==> config.mk <==
export PLATFORM = sky130hd
export DESIGN_NAME = divider8by4_seq
export DESIGN_NICKNAME = d
export VERILOG_FILES = /design/src/rtl/divider8by4_seq.sv
export SDC_FILE = /design/constraint.sdc
export NUM_CORES = 1
export LEC_CHECK = 0
export CAP_MARGIN = 0
export CORE_MARGIN = 8
export CORE_UTILIZATION = 51
export CTS_CLUSTER_SIZE = 25
export DETAILED_ROUTE_END_ITERATION = 7
export MAX_ROUTING_LAYER = met4
export PLACE_DENSITY = 0.79
export SETUP_SLACK_MARGIN = 0.2
export SLEW_MARGIN = 0
export SYNTH_ARGS = -nofsm -noshare
export SYNTH_HDL_FRONTEND = slang
export SYNTH_SLANG_ARGS = --single-unit
==> constraint.sdc <==
create_clock -name clk -period 3.1 [get_ports clk]
set_input_delay 0.62 -clock clk [delete_from_list [all_inputs] [get_ports clk]]
set_output_delay 0.62 -clock clk [all_outputs]
set_load 0.03 [all_outputs]
==> src/rtl/divider8by4_seq.sv <==
// Sequential restoring divider: DIVIDEND_W-bit dividend by DIVISOR_W-bit divisor,
// one quotient bit per clock, start/busy/done handshake with registered results.
module divider8by4_seq #(
    parameter int DIVIDEND_W = 8,
    parameter int DIVISOR_W  = 4
) (
    input  logic                  clk,
    input  logic                  rst,
    input  logic                  start,
    input  logic [DIVIDEND_W-1:0] dividend,
    input  logic [DIVISOR_W-1:0]  divisor,
    output logic                  busy,
    output logic                  done,
    output logic [DIVIDEND_W-1:0] quotient,
    output logic [DIVISOR_W-1:0]  remainder,
    output logic                  div_zero,
    output logic [1:0]            dbg_state
);

    localparam int CNT_W = (DIVIDEND_W > 1) ? $clog2(DIVIDEND_W) : 1;
    localparam logic [CNT_W-1:0] LAST_ITER = CNT_W'(DIVIDEND_W - 1);

    // Handshake: start is accepted on an edge where the FSM is in IDLE or FIN;
    // busy is high in every cycle of an accepted nonzero-divisor operation, and
    // done is a one-cycle pulse in the FIN cycle, with results valid in that cycle.
    typedef enum logic [1:0] {
        IDLE = 2'd0,
        CALC = 2'd1,
        FIN  = 2'd2
    } state_t;

    state_t                  state_q;
    logic [DIVISOR_W-1:0]    prem_q;
    logic [DIVIDEND_W-1:0]   wdvd_q;
    logic [DIVISOR_W-1:0]    dvs_q;
    logic [CNT_W-1:0]        cnt_q;
    logic                    busy_q;
    logic                    done_q;
    logic                    div_zero_q;
    logic [DIVIDEND_W-1:0]   quot_q;
    logic [DIVISOR_W-1:0]    rem_q;

    logic [DIVISOR_W:0]      shifted_d;
    logic [DIVISOR_W:0]      trial_d;
    logic [DIVISOR_W-1:0]    prem_d;
    logic                    qbit_d;

    // The stored partial remainder is always below the divisor, so it fits in
    // DIVISOR_W bits; the shift and trial subtraction use the extra bit.
    always_comb begin
        shifted_d = {prem_q, wdvd_q[DIVIDEND_W-1]};
        trial_d   = shifted_d - {1'b0, dvs_q};
        qbit_d    = ~trial_d[DIVISOR_W];
        prem_d    = qbit_d ? trial_d[DIVISOR_W-1:0] : shifted_d[DIVISOR_W-1:0];
    end

    always_ff @(posedge clk) begin
        if (rst) begin
            state_q    <= IDLE;
            prem_q     <= '0;
            wdvd_q     <= '0;
            dvs_q      <= '0;
            cnt_q      <= '0;
            busy_q     <= 1'b0;
            done_q     <= 1'b0;
            div_zero_q <= 1'b0;
            quot_q     <= '0;
            rem_q      <= '0;
        end else begin
            done_q <= 1'b0;
            case (state_q)
                IDLE, FIN: begin
                    if (start) begin
                        wdvd_q <= dividend;
                        dvs_q  <= divisor;
                        prem_q <= '0;
                        cnt_q  <= '0;
                        if (divisor != '0) begin
                            state_q <= CALC;
                            busy_q  <= 1'b1;
                        end else begin
                            state_q    <= FIN;
                            done_q     <= 1'b1;
                            quot_q     <= '1;
                            rem_q      <= '0;
                            div_zero_q <= 1'b1;
                        end
                    end else begin
                        state_q <= IDLE;
                    end
                end
                CALC: begin
                    prem_q <= prem_d;
                    wdvd_q <= {wdvd_q[DIVIDEND_W-2:0], qbit_d};
                    cnt_q  <= cnt_q + 1'b1;
                    if (cnt_q == LAST_ITER) begin
                        quot_q     <= {wdvd_q[DIVIDEND_W-2:0], qbit_d};
                        rem_q      <= prem_d;
                        div_zero_q <= 1'b0;
                        busy_q     <= 1'b0;
                        done_q     <= 1'b1;
                        state_q    <= FIN;
                    end
                end
                default: begin
                    state_q <= IDLE;
                    busy_q  <= 1'b0;
                end
            endcase
        end
    end

    assign busy      = busy_q;
    assign done      = done_q;
    assign quotient  = quot_q;
    assign remainder = rem_q;
    assign div_zero  = div_zero_q;
    assign dbg_state = state_q;

endmodule
Yosys cells after proc, flatten, opt, wreduce, memory -nomap -nowiden
Index checks and enable logic that the tools add are counted.
{"block": "classes", "bitwise": 1, "n_addsub": 2, "eq_ne": 7, "mux": 30, "n_reduce_logical": 8}
{"cell": "$mux 8", "count": 4}
{"cell": "$pmux 8 s2", "count": 2}
{"cell": "$mux 4", "count": 5}
{"cell": "$pmux 4 s2", "count": 2}
{"cell": "$mux 1", "count": 8}
{"cell": "$ne 2x2->1 const B", "count": 4}
{"cell": "$mux 2", "count": 3}
{"cell": "$pmux 1 s2", "count": 3}
{"cell": "$pmux 3 s2", "count": 1}
{"cell": "$sub 5x4->5", "count": 1}
{"cell": "$pmux 2 s2", "count": 1}
{"cell": "$reduce_and 2->1", "count": 2}
{"cell": "$reduce_and 4->1", "count": 1}
{"cell": "$reduce_bool 4->1", "count": 1}
{"cell": "$add 3x1->3 const B", "count": 1}
{"cell": "$eq 3x3->1 const B", "count": 1}
{"cell": "$mux 3", "count": 1}
{"cell": "$reduce_and 3->1", "count": 1}
{"cell": "$eq 2x1->1 const B", "count": 1}
{"cell": "$eq 2x2->1 const B", "count": 1}
{"cell": "$logic_not 2->1", "count": 1}
{"cell": "$reduce_bool 2->1", "count": 1}
{"cell": "$reduce_or 2->1", "count": 1}
{"cell": "$not 1->1", "count": 1}
{"block": "word_totals", "in_bits": 15, "regBits": 36, "word_cells": 58}

Logic depth before layout (Yosys ltp)
Gate-level depths: netlist of the first run.
{"block": "depth", "word_depth": 4, "ltp_mapped": 8, "mapped_depth_nobuf": 8}

Worst setup path before layout of the first run
OpenSTA, ideal clock, no wires.
{"block": "synth_timing", "kind": "reg2reg", "start": "reg wdvd_q[7]", "end": "reg prem_q[3]", "path_buffers": 0, "t_arrival_ns": 2.090, "period_less_slack_ns": 2.196, "setup_ns": 0.106, "required_ns": 2.994, "slack_ns": 0.904, "path_stages_with_launch": 9, "cell_sequence": "dfxtp_1 > inv_1 > ha_1 > fa_1 > nand2b_2 > a21oi_4 > xor2_4 > or4b_1 > o311ai_0"}
{"block": "synth_between", "elab_chain_len": 3}
{"item": "start: declaration", "line_no": "34", "rtl": "logic [DIVIDEND_W-1:0] wdvd_q;"}
{"item": "start signal: assignment", "line_no": "74", "rtl": "wdvd_q <= dividend;"}
{"item": "start signal: assignment", "line_no": "94", "rtl": "wdvd_q <= {wdvd_q[DIVIDEND_W-2:0], qbit_d};"}
{"item": "$sub 5x4->5", "line_no": "52", "rtl": "trial_d = shifted_d - {1'b0, dvs_q};"}
{"item": "$mux 4", "line_no": "54", "rtl": "prem_d = qbit_d ? trial_d[DIVISOR_W-1:0] : shifted_d[DIVISOR_W-1:0];"}
{"item": "$pmux 4 s2", "line_no": "71", "rtl": "case (state_q)"}
{"item": "end signal: assignment", "line_no": "93", "rtl": "prem_q <= prem_d;"}
{"item": "end: declaration", "line_no": "33", "rtl": "logic [DIVISOR_W-1:0] prem_q;"}
Every way passes these cells.
A chain may end at the register's enable or synchronous reset.

Final worst setup path of the first run
Ends and elaborated chain as after synthesis.

==> results.tsv, run 1 <==
metric	value	unit
status	complete, no violations	
CTS sink count	36	
final design utilization	68.0	%
setup TNS	0	ns
Worst-Skew Late Latency	0.35	ns
average via count per standard cell	5.53	
RSZ-0062 raised after global routing	no	
Inserted Clock Buffers	5	
Final Max Slew Viols	0	
Routed Antenna Nets	0	
grt total ovfl	0	
core area	3080	um2
Clock Path Buffers	2	
# hold bufs at CTS	0	
Crit Path Max Fanout	9	
pwr dens	503	nW/um2
maximum clock frequency	420	MHz
Hold Crit Class	reg2reg	
asr flop ratio synth	0	%
top cell type's share of synthesized area	43.4	%
Initial Utilization	53.9	%
fin cells	276	
Total GRT Usage	16.0	%
Die Span X	73.1	um
Tcrit/Tclk final	76.8	%
top post-synthesis cells by count	nor2_1 (38), dfxtp_1 (36), nand2_1 (31), clkbuf_1 (10), nor3_1 (10)	
post-synth top area cell	dfxtp_1	
Worst Path Class, Setup	reg2reg	
H-tree Lvls	2	
Unique masters post-synth	37	
count leader, synth	nor2_1	
DR vias	1525	
DRT Pass-1 Iters	4	
Final WS setup	0.719	ns
crit path capture type	flip-flop	
number of primary I/O pins	32	
minimum clock period	2.38	ns
Root Buffer	clkbuf_4	
slew at the pin with the worst max-slew slack	0.925	ns
arrival time worst endpoint	2.63	ns
top_reg_cell synth	dfxtp_1	
Routability Congestion	0.863	
r2r worst-path depth	8	
hold path depth	2	
Area contributors post-synth	dfxtp_1 (43%), nor2_1 (8.6%), nand2_1 (7.0%)	
CTS tree	yes	
nets	253	
placed cell count	268	
largest net degree at the start of global routing	27	
net count after synthesis	222	
final setup fails	0	
number of setup buffers added after CTS	0	
global-route wire length before repair	6600	um
wire per inst	14.5	um
share of cells above drive strength 1	8.19	%
clk slew on worst S/H paths	0.12	ns
Cell Rows	20	
Ant. Diodes	0	
I/O Buffers	31	
Ys Warns	0	
CP required	3.35	ns
die area	5340	um2
Seq cells post-synth	36	
initial antenna violation count	0	
Layout area overhead	26.1	%
final WL	4010	um
CP startpoint kind	flip-flop	
Max Cap Viol	0	
vias in the first global route	1514	
Initial DRC Count	152	
Resized cells post-CTS	0	
fill cell count	265	
Slew headroom	38.3	%
Final Skew	0.0151	ns
pre-CTS setup slack	0.724	ns
Post-synth EDFFs	0	
Max VDD drop	0.000358	V
cells after synthesis	200	
count of final hold-check violations	0	
sequential area share after synthesis	43.4	%
Final HPWL DP	2860	um
Mapped Area	1660	um2
Syn Area/Cell	8.30	um2
Pleak	0.799	nW
Die Ht	73.1	um
Post-route DRC	0	
==> final cells by class <==
type                    count  area [um2]  area share [%]
inverters                   5        18.8           0.897
clock inverters             3        42.5            2.03
flip-flops and latches     36         721            34.4
repair buffers             37         355            17.0
well taps                  44        55.1            2.63
multi-input cells         146         863            41.2
clock buffers               5        37.5            1.79
==> placed cells by master, fill, tap and decap left out, types with 3 or more instances in the layout <==
| cell | n |
|---|---|
| nor2b_1 | 4 |
| o21ai_0 | 4 |
| nor2_1 | 38 |
| clkdlybuf4s50_1 | 31 |
| nor3_1 | 10 |
| inv_1 | 5 |
| nand2_1 | 31 |
| a311oi_1 | 8 |
| clkbuf_4 | 5 |
| buf_4 | 6 |
| nand3_1 | 3 |
| mux2i_1 | 3 |
| dfxtp_1 | 36 |
| a21oi_1 | 8 |
| ha_1 | 6 |
| nand2b_1 | 3 |
==> metrics by stage <==
stage                     area (um2)  hold WS (ns)  total power (W)
after floorplan                 1660         0.436         0.000664
after global placement          2010         0.446         0.000715
after detailed placement        2010         0.447         0.000726
after CTS                       2090         0.463          0.00106
after global routing            2090         0.496          0.00110
final                           2090         0.464          0.00105
==> flip-flops by register name, summed over array words and instances, names as in the netlist <==
name / flops
quotient: 8
wdvd_q: 8
dvs_q: 4
prem_q: 4
remainder: 4
cnt_q: 3
dbg_state: 2
busy: 1
div_zero: 1
done: 1
==> critical path: stages, from the launching register on <==
cell and delay, ns:
dfxtp_1 0.36, inv_1 0.08, ha_1 0.23, fa_1 0.41, nand2b_2 0.22, a21oi_4 0.26
xor2_4 0.17, or4b_1 0.48, o311ai_0 0.09
==> where the power goes <==
| group | switching, W | total, W | leakage [nW] | internal [W] |
|---|---|---|---|---|
| registers | 0.0000227 | 0.000510 | 0.294 | 0.000487 |
| clock network | 0.000168 | 0.000336 | 0.0412 | 0.000168 |
| logic | 0.000118 | 0.000207 | 0.464 | 0.0000886 |
| total | 0.000309 | 0.00105 | 0.799 | 0.000744 |
==> layer usage <==
layer	global-route usage [%]	vias to the layer above	share of wire (%)
met5	-	-	0
met4	6.00	0	1.3
met3	5.63	6	7.7
met2	27.4	57	50
met1	16.5	714	41
li1	-	748	-
==> cell families after synthesis <==
family | count (synthesis) | share of synthesized area (%)
multiplexers | 3 | 1.81
XOR/XNOR | 3 | 2.71
AND/OR/NAND/NOR | 100 | 27.3
AO/OA/AOI/OAI | 33 | 14.5
adder cells (fa/ha/maj) | 7 | 5.73
flip-flops | 36 | 43.4
buffers and inverters | 18 | 4.60
==> final timing paths <==
path	start	endpoint	slack, ns
setup / recovery	wdvd_q[7]$_SDFFE_PP0P_	prem_q[3]$_SDFFE_PP0P_	0.72
hold / removal	busy$_SDFFE_PP0P_	busy$_SDFFE_PP0P_	0.46
setup reg to reg	wdvd_q[7]$_SDFFE_PP0P_	prem_q[3]$_SDFFE_PP0P_	0.72
hold reg to reg	busy$_SDFFE_PP0P_	busy$_SDFFE_PP0P_	0.46
No activity file was read; power rests on OpenSTA's default activity.
==> inputs of run 2 (changes only) <==
--- a/config.mk
+++ b/config.mk
@@ -7,11 +7,11 @@
 export LEC_CHECK = 0
 export CAP_MARGIN = 0
 export CORE_MARGIN = 8
-export CORE_UTILIZATION = 51
+export CORE_UTILIZATION = 46
 export CTS_CLUSTER_SIZE = 25
 export DETAILED_ROUTE_END_ITERATION = 7
 export MAX_ROUTING_LAYER = met4
-export PLACE_DENSITY = 0.79
+export PLACE_DENSITY = 0.75
 export SETUP_SLACK_MARGIN = 0.2
 export SLEW_MARGIN = 0
 export SYNTH_ARGS = -nofsm -noshare
==> constraint.sdc (replaced) <==
create_clock -name clk -period 2 [get_ports clk]
set_input_delay 0.4 -clock clk [delete_from_list [all_inputs] [get_ports clk]]
set_output_delay 0.4 -clock clk [all_outputs]
set_load 0.03 [all_outputs]
==> results.tsv, run 2 (synthesis results as in run 1) <==
metric	value	unit	change
Cell Rows	22		+10%
r2r endpoint	prem_q[0]$_SDFFE_PP0P_		
Die Span X	76.1	um	+4.1%
Worst-Skew Late Latency	0.34	ns	about the same
Total GRT Usage	13.5	%	-2.6 points
worst path cell trace	inv_2 > ha_4 > fa_2 > nand2b_4 > a21oi_4 > buf_4 > buf_6 > buf_6 > buf_6 > nor4b_1 > nor2_1 > a31oi_1		
Max VDD drop	0.000471	V	+32%
Initial DRC Count	100		-34%
core area	3580	um2	+16%
# hold bufs at CTS	0		unchanged
final WL	3730	um	-6.8%
slew at the pin with the worst max-slew slack	0.415	ns	-0.511 ns
Clock Path Buffers	2		unchanged
status	finished, violations left		
Root Buffer	clkbuf_4		
Tcrit/Tclk final	103	%	+26 points
most common cell after layout, fill and taps aside	nor2_1		
Crit Path Max Fanout	6		-3
clk slew on worst S/H paths	0.11	ns	about the same
violated checks	negative setup slack		
global-route wire length before repair	6370	um	-3.6%
most frequent cells in the layout	nor2_1 (38), dfxtp_1 (35), nand2_1 (31)		
kind of cell adding the most delay to the critical path	adder cells		
H-tree Lvls	2		unchanged
r2r worst-path depth	12		+4
placed cell count	286		+6.7%
Final HPWL DP	2720	um	-5.2%
maximum clock frequency	485	MHz	+16%
fill cell count	313		+18%
Slowest-stage cell, CP	fa_2		
Buf+Inv Stages, Crit Path	5		+4
CTS sink count	36		unchanged
Max Cap Viol	0		unchanged
minimum clock period	2.06	ns	-0.320 ns
fin cells	297		+7.6%
Pleak	1.13	nW	+42%
pwr dens	707	nW/um2	+40%
most numerous cell on the critical path	buf_6		
r2r setup slk	-0.06	ns	-0.78 ns
Worst Path Class, Setup	reg2reg		
hold path depth	2		unchanged
Multi-input gate area	895	um2	+3.6%
CP required	2.23	ns	-1.12 ns
initial antenna violation count	0		unchanged
CP startpoint kind	flip-flop		
Final Max Slew Viols	0		unchanged
wire per inst	12.6	um	-13%
Layout area overhead	37.6	%	
share of cells above drive strength 1	16.5	%	+8.3 points
average via count per standard cell	5.05		-8.7%
crit path capture type	flip-flop		
count of final hold-check violations	0		unchanged
Worst Hold Path EP	dvs_q[2]$_SDFFE_PP0P_		
DRT Pass-1 Iters	6		+2
Die Ht	76.1	um	+4.1%
Post-route DRC	0		unchanged
Final Skew	0.00459	ns	-0.0105 ns
CTS tree	yes		
Inserted Clock Buffers	5		unchanged
RSZ-0062 raised after global routing	yes		
Slew headroom	72.3	%	+34 points
nets	270		+6.7%
number of primary I/O pins	32		unchanged
grt total ovfl	0		unchanged
Routability Congestion	0.807		-6.4%
arrival time worst endpoint	2.29	ns	-0.34 ns
die area	5790	um2	+8.5%
Register Area	722	um2	+0.17%
Final WS setup	-0.0618	ns	-0.780 ns
HP Start	dvs_q[2]$_SDFFE_PP0P_		
I/O Buffers	31		unchanged
setup TNS	-0.174	ns	-0.174 ns
slowest stage delay, CP	0.36	ns	-0.12 ns
Initial Utilization	46.4	%	-7.5 points
vias in the first global route	1428		-5.7%
largest net degree at the start of global routing	18		-33%
final setup fails	3		+3
Ant. Diodes	0		unchanged
DR vias	1499		-1.7%
Hold Crit Class	reg2reg		
Routed Antenna Nets	0		unchanged
worst r2r src	wdvd_q[7]$_SDFFE_PP0P_		
[run 2: cell count changes in the layout (fill, tap and decap cells not counted), sizes merged]
cell           change
buf               +17
clkdlybuf4s50     -15
dlymetal6s2s      +13
dlygate4sd2        +2
bufinv             -1
clkbuf             +1
clkinv             +1
clkinvlp           -1
[run 2: timing repair]
item                                    4_1_cts  5_1_grt
endpoints found under the setup margin       12       30
pin swaps                                     3        2
hold endpoints to repair                      0        0
setup buffers                                 2        1
gates resized for setup                       3       18
[run 2: metal layers]
metal	up-vias	routed length, um	GRT usage, %
met5	-	0	-
met2	30	1720	20.0
met4	0	58	5.77
met1	684	1820	16.4
met3	4	138	4.25
li1	781	-	-
[run 2: layout make-up]
| type | instances | area share (%) |
|---|---|---|
| sequential | 36 | 31.6 |
| clock buffer | 6 | 2.25 |
| multi-input combinational | 146 | 39.2 |
| tap | 48 | 2.63 |
| timing repair buffer | 54 | 23.1 |
| clock inverter | 2 | 0.438 |
| inverter | 5 | 0.821 |
[run 2: report_power, final]
group | internal (W) | switching (W) | leakage, nW
Combinational | 0.000214 | 0.000202 | 0.799
Sequential | 0.000756 | 0.0000335 | 0.294
Clock | 0.000167 | 0.000242 | 0.0380
[run 2: through the flow]
step	util, %	setup WS, ns	total power [W]	hold WS, ns	cell area (um2)
3_5_place_dp	59.9	-0.118	0.00119	0.452	2140
6_report	63.8	-0.0618	0.00161	0.468	2280
3_3_place_gp	59.9	-0.0391	0.00118	0.443	2140
5_1_grt	63.8	-0.136	0.00170	0.490	2280
2_1_floorplan	-	-0.0680	0.00104	0.436	1680
4_1_cts	62.1	-0.0603	0.00160	0.468	2220
[run 2: worst max path at each step]
| stage | cells past startpoint | endpoint | from |
|---|---|---|---|
| 2_1_floorplan | 8 | prem_q[3]$_SDFFE_PP0P_ | wdvd_q[7]$_SDFFE_PP0P_ |
| 3_3_place_gp | 8 | prem_q[3]$_SDFFE_PP0P_ | wdvd_q[7]$_SDFFE_PP0P_ |
| 3_5_place_dp | 6 | quotient[5]$_SDFFE_PP0P_ | divisor[0] |
| 4_1_cts | 8 | prem_q[3]$_SDFFE_PP0P_ | wdvd_q[7]$_SDFFE_PP0P_ |
| 5_1_grt | 8 | prem_q[3]$_SDFFE_PP0P_ | wdvd_q[7]$_SDFFE_PP0P_ |
| 6_report | 12 | prem_q[0]$_SDFFE_PP0P_ | wdvd_q[7]$_SDFFE_PP0P_ |
[run 2: tightest hold or removal path: cells and delay by family (launching register included)]
family,cells,cell delay (ns)
AOI/OAI and AO/OA,1,0.05
DFF,1,0.33
and+or+nand+nor,1,0.05
